### src/rtl/param_stack.sv
// Parametrised LIFO stack with status, sticky error flags and registered pop.
// Optional high-water mark output enabled by PARAM_STACK_HIGH_WATER_EN.
module param_stack #(
    parameter int DATA_WIDTH = 8,
    parameter int DEPTH = 256,
    localparam int CNT_WIDTH = $clog2(DEPTH + 1)
) (
    input  logic                  clk,
    input  logic                  rst,
    input  logic                  push,
    input  logic                  pop,
    input  logic [DATA_WIDTH-1:0] push_data,
    input  logic                  err_clr,
    output logic [DATA_WIDTH-1:0] pop_data,
    output logic                  pop_valid,
    output logic [CNT_WIDTH-1:0]  count,
    output logic                  empty,
    output logic                  full,
    output logic                  overflow,
    output logic                  underflow
`ifdef PARAM_STACK_HIGH_WATER_EN
    ,
    output logic [CNT_WIDTH-1:0]  high_water
`endif
);

    localparam int AW = (DEPTH > 1) ? $clog2(DEPTH) : 1;
    localparam logic [CNT_WIDTH-1:0] CNT_ONE = CNT_WIDTH'(1);
    localparam logic [CNT_WIDTH-1:0] CNT_FULL = CNT_WIDTH'(DEPTH);

    logic [DATA_WIDTH-1:0] mem [DEPTH];

    logic [CNT_WIDTH-1:0] cnt_nxt;
    logic [AW-1:0]        top_addr;
    logic [AW-1:0]        mem_addr;
    logic                 mem_we;
    logic                 take;
    logic                 bypass;
    logic                 ovf_set;
    logic                 unf_set;

    assign empty    = (count == '0);
    assign full     = (count == CNT_FULL);
    assign top_addr = AW'(count - CNT_ONE);

    always_comb begin
        cnt_nxt  = count;
        mem_addr = AW'(count);
        mem_we   = 1'b0;
        take     = 1'b0;
        bypass   = 1'b0;
        ovf_set  = 1'b0;
        unf_set  = 1'b0;
        unique case (1'b1)
            push && !pop: begin
                if (full) begin
                    ovf_set = 1'b1;
                end else begin
                    mem_we  = 1'b1;
                    cnt_nxt = count + CNT_ONE;
                end
            end
            !push && pop: begin
                if (empty) begin
                    unf_set = 1'b1;
                end else begin
                    take    = 1'b1;
                    cnt_nxt = count - CNT_ONE;
                end
            end
            push && pop: begin
                // Replace-top: read old top and overwrite it in one edge
                if (empty) begin
                    bypass = 1'b1;
                end else begin
                    take     = 1'b1;
                    mem_we   = 1'b1;
                    mem_addr = top_addr;
                end
            end
            default: ;
        endcase
    end

    always_ff @(posedge clk) begin
        if (mem_we && !rst) begin
            mem[mem_addr] <= push_data;
        end
    end

    always_ff @(posedge clk or posedge rst) begin
        if (rst) begin
            count     <= '0;
            pop_data  <= '0;
            pop_valid <= 1'b0;
            overflow  <= 1'b0;
            underflow <= 1'b0;
        end else begin
            count     <= cnt_nxt;
            pop_valid <= take | bypass;
            if (take) begin
                pop_data <= mem[top_addr];
            end else if (bypass) begin
                pop_data <= push_data;
            end
            // A fresh error beats a simultaneous clear
            overflow  <= ovf_set | (overflow & ~err_clr);
            underflow <= unf_set | (underflow & ~err_clr);
        end
    end

`ifdef PARAM_STACK_HIGH_WATER_EN
    logic [CNT_WIDTH-1:0] hw_base;

    assign hw_base = err_clr ? count : high_water;

    always_ff @(posedge clk or posedge rst) begin
        if (rst) begin
            high_water <= '0;
        end else begin
            high_water <= (cnt_nxt > hw_base) ? cnt_nxt : hw_base;
        end
    end
`endif

endmodule

### config.mk
export PLATFORM = sky130hd
export DESIGN_NAME = param_stack
export DESIGN_NICKNAME = d
export VERILOG_FILES = /design/src/rtl/param_stack.sv
export SDC_FILE = /design/constraint.sdc
export NUM_CORES = 2
export LEC_CHECK = 0
export BUFFER_PORTS_ARGS = -buffer_cell sky130_fd_sc_hd__buf_2
export CAP_MARGIN = 20
export CELL_PAD_IN_SITES_DETAIL_PLACEMENT = 1
export CELL_PAD_IN_SITES_GLOBAL_PLACEMENT = 1
export CORE_MARGIN = 2
export CORE_UTILIZATION = 45
export DETAILED_ROUTE_END_ITERATION = 12
export PLACE_DENSITY_LB_ADDON = 0.1
export SLEW_MARGIN = 20
export SYNTH_ARGS = -nofsm -noshare
export SYNTH_HDL_FRONTEND = slang
export SYNTH_SLANG_ARGS = --single-unit
### constraint.sdc
create_clock -name clk -period 5.4 [get_ports clk]
set_input_delay 1.08 -clock clk [delete_from_list [all_inputs] [get_ports clk]]
set_output_delay 1.08 -clock clk [all_outputs]
set_load 0.005 [all_outputs]
==> impl_results.md <==
- Final worst path period share: 0.899
- Longest Clk Path Bufs: 3
- Setup TNS: 0 ps
- Synthesized instance count: ~4.1k
- Die Y: 430 um
- Flop2flop setup slack: around 550 ps
- Status: complete, no violations
- Hpwl dp: 133000 um
- Reg2reg path depth: 9
- Most common cell in the netlist: edfxtp_1
- CTS Buf Count: 213
- Clock root buffer master: clkbuf_16
- GRT Overall Usage: 0.242
- Final Net Count: 4304
- Vias: 41.0k
- Period minus WS final: 4850 ps
- Worst Path Buf+Inv: 3
- Peak Freq: 0.206 GHz
- Critical path depth in cells: 9
- Final ANT Viol Nets: 0
- Placer congestion estimate: 0.844
- Area of the multi-input gates: 18400 sq um
- Critical Path Sink: mem[112][2]$_DFFE_PP_
- Worst rel slew slack: 0.274
- Mapped Area: 81700 sq um
- Switch Pwr: 17.9 mW
- Iter 0 DRT Violations: 4026
- Tot Pwr: 51.4 mW
- MaxCap Viol Count: 0
- Crit path cell chain: inv_4, ha_1, buf_4, nor3b_2, buf_4, o211ai_1, o22ai_1, nand2_1, nor2_1
- Count of state elements after synthesis: 2068
- Clock power frac: 0.277
- P_int: 33.5 mW
- Core box area: between 150000 and 200000 sq um
- First-pass GRT wire length: 321000 um
- Final Setup Violations: 0
- Asr flop ratio synth: 0.00967
- Hold_buf cts: 0
- Hold Crit Class: primary input to async pin
- CTS resizes: 0
- Drc violations: 0
- Critical path class: flip-flop to flip-flop
- Register area: between 60000 and 70000 sq um
- CTS clk-pin slew, worst paths: 70 ps
- Synth area leader: edfxtp_1
- Avg Cell Area, Syn: 19.8 sq um
- Routed len/inst: 32.5 um
- Critical path peak fanout: 21
- I/O pins: 35
- Initial Util: 0.453
- Sequential share of power: 0.350
- Slew @ Worst Pin: around 1100 ps
- Initial antenna violation count: 7
- Max Slew Vio Count: 0
- Syn_nets: 4147
- First-pass iteration count of the detailed router: 5
- Placed cells: 6443
- # rows: 156
- CP endpoint kind: flip-flop
- Total Die Area: 185000 sq um
- CP max-delay cell: nor2_1
- Seq/Total Area, Yosys: 0.759
- Most frequent cells after synthesis: edfxtp_1, mux4_2, nand2_1
- Routed WL: 222000 um
- Critical Path Start Type: flip-flop
- Filler Cells Inserted: about 16k
- Number of enable flip-flop cells after synthesis: 2048
- Synth Warn #: 0
- Peak VDD IR: roughly 540 uV
- Hold Fails Final Rpt: 0
- CP required: 5860 ps
- Final Skew: 38.2 ps
- Layout area overhead: 12.6%
- RSZ-0062 raised after global routing: false
- Synth area leaders: edfxtp_1, mux4_2, nand2_1, nor2_1, mux2i_1
- Die W: 430 um
- Critical path's top delay family: simple AND/OR/NAND/NOR gates
- RR Startpoint: count[0]$_DFFE_PP0P_
- Critical Path Most Common Cell: buf_4
- PortBufs: 34
- Clock sinks: 2068
- Total gr overflow: 0
- Vias per cell: 5.99
- Leak: 29.0 nW
- Clock latency on the worst-skew pair: 870 ps
- P per Cell Area: 559 nW/um^2
- Largest net degree at the start of global routing: ~130
- Ys flop type: edfxtp_1
- Comb power frac: 0.373
- Critical Path Source: count[0]$_DFFE_PP0P_
- # Post-CTS Setup Buffers: 0
- Synth top area share: 0.753
- CP peak stage delay: 1020 ps
- Switching Share: 0.348
- R2R Path End: mem[112][2]$_DFFE_PP_
- Vias in the first global route: roughly 43k
- Layout cells sized above 1: 0.238
- TritonCTS clock tree: done
- H-Tree Depth: 4
- Worst Path Arrival: 5320 ps
- Finished Layout Cells: around 6.8k
- Synth unique cells: 83
## worst reg2reg max path, delay by kind of cell (launching register included)
family          cells  cell delay, ps
simple gates        3            2020
buf+inv             3             700
compound gates      2             690
flops               1             660
fa+ha+maj           1             390
## power groups by stage
stage	sequential, mW	combinational [mW]	clock [mW]
2_1_floorplan	18.2	12.9	0
3_3_place_gp	18.3	19.4	0
3_5_place_dp	18.3	19.4	0
4_1_cts	18.0	19.5	14.5
5_1_grt	18.0	20.4	15.1
6_report	18.0	19.2	14.3
## area by class of cell
type | count | area share
multi-input combinational | 1794 | 0.200
antenna | 2 | 0.0000544
sequential | 2068 | 0.674
tap | 2370 | 0.0322
inverter | 14 | 0.000598
timing repair buffer | 197 | 0.0206
clock inverter | 139 | 0.0126
clock buffer | 255 | 0.0601
## worst min path at each step
stage | start | endpoint | cells past startpoint
final | rst | count[3]$_DFFE_PP0P_ | 3
after detailed placement | underflow$_DFF_PP0_ | underflow$_DFF_PP0_ | 2
after global routing | rst | count[3]$_DFFE_PP0P_ | 3
after CTS | rst | pop_data[0]$_DFFE_PP0P_ | 3
after floorplan | overflow$_DFF_PP0_ | overflow$_DFF_PP0_ | 1
after global placement | underflow$_DFF_PP0_ | underflow$_DFF_PP0_ | 2
## state kept, by name, summed over array words and instances (netlist names)
name and cells:
mem 2048, count 9, pop_data 8, overflow 1
pop_valid 1, underflow 1
## logic make-up after synthesis
| group | synth area share |
|---|---|
| flip-flops | 0.759 |
| XOR/XNOR | 0.00231 |
| buffers and inverters | 0.0173 |
| AND/OR/NAND/NOR | 0.0515 |
| multiplexers | 0.147 |
| AO/OA/AOI/OAI | 0.0225 |
| adder cells (fa/ha/maj) | 0.000459 |
## metal layers
layer,GRT usage,vias to the layer above,wire [um]
li1,-,17173,-
met1,0.353,22317,97900
met2,0.386,1169,107000
met3,0.0324,293,11400
met4,0.0692,2,5970
met5,0,-,9
## cells in the final DEF, fill, tap and decap left out, types with 9 or more instances in the layout
master      count
edfxtp_1     2048
and4_1          9
buf_4         129
bufinv_16      14
buf_2          26
nand2_1       414
clkbuf_1       39
buf_12         34
clkinvlp_4     11
o22ai_1        11
clkinv_1       54
a31oi_1        27
xnor2_1        12
mux2i_1        88
a221oi_1       12
o21ai_0        12
inv_1          12
a21oi_1        32
clkbuf_16     214
or3_1          11
dfrtp_1        19
and3_1         25
a32oi_1        24
clkinv_2       43
nor2_1        277
mux4_2        494
o211ai_1       18
nand3_1       139
o2111ai_1      14
nand2_2        16
## metrics by stage
stage / instance area [sq um] / hold WS, ps / setup slack [ps] / utilization
final: 92000 / 497 / 546 / 0.510
after global routing: 92000 / 470 / 337 / 0.510
after CTS: 92000 / 456 / 567 / 0.510
after detailed placement: 85300 / 659 / 394 / 0.473
after global placement: 85300 / 647 / 442 / 0.473
after floorplan: 81700 / 489 / 1160 / -
Note: power is estimated with default switching activity, not from simulation.
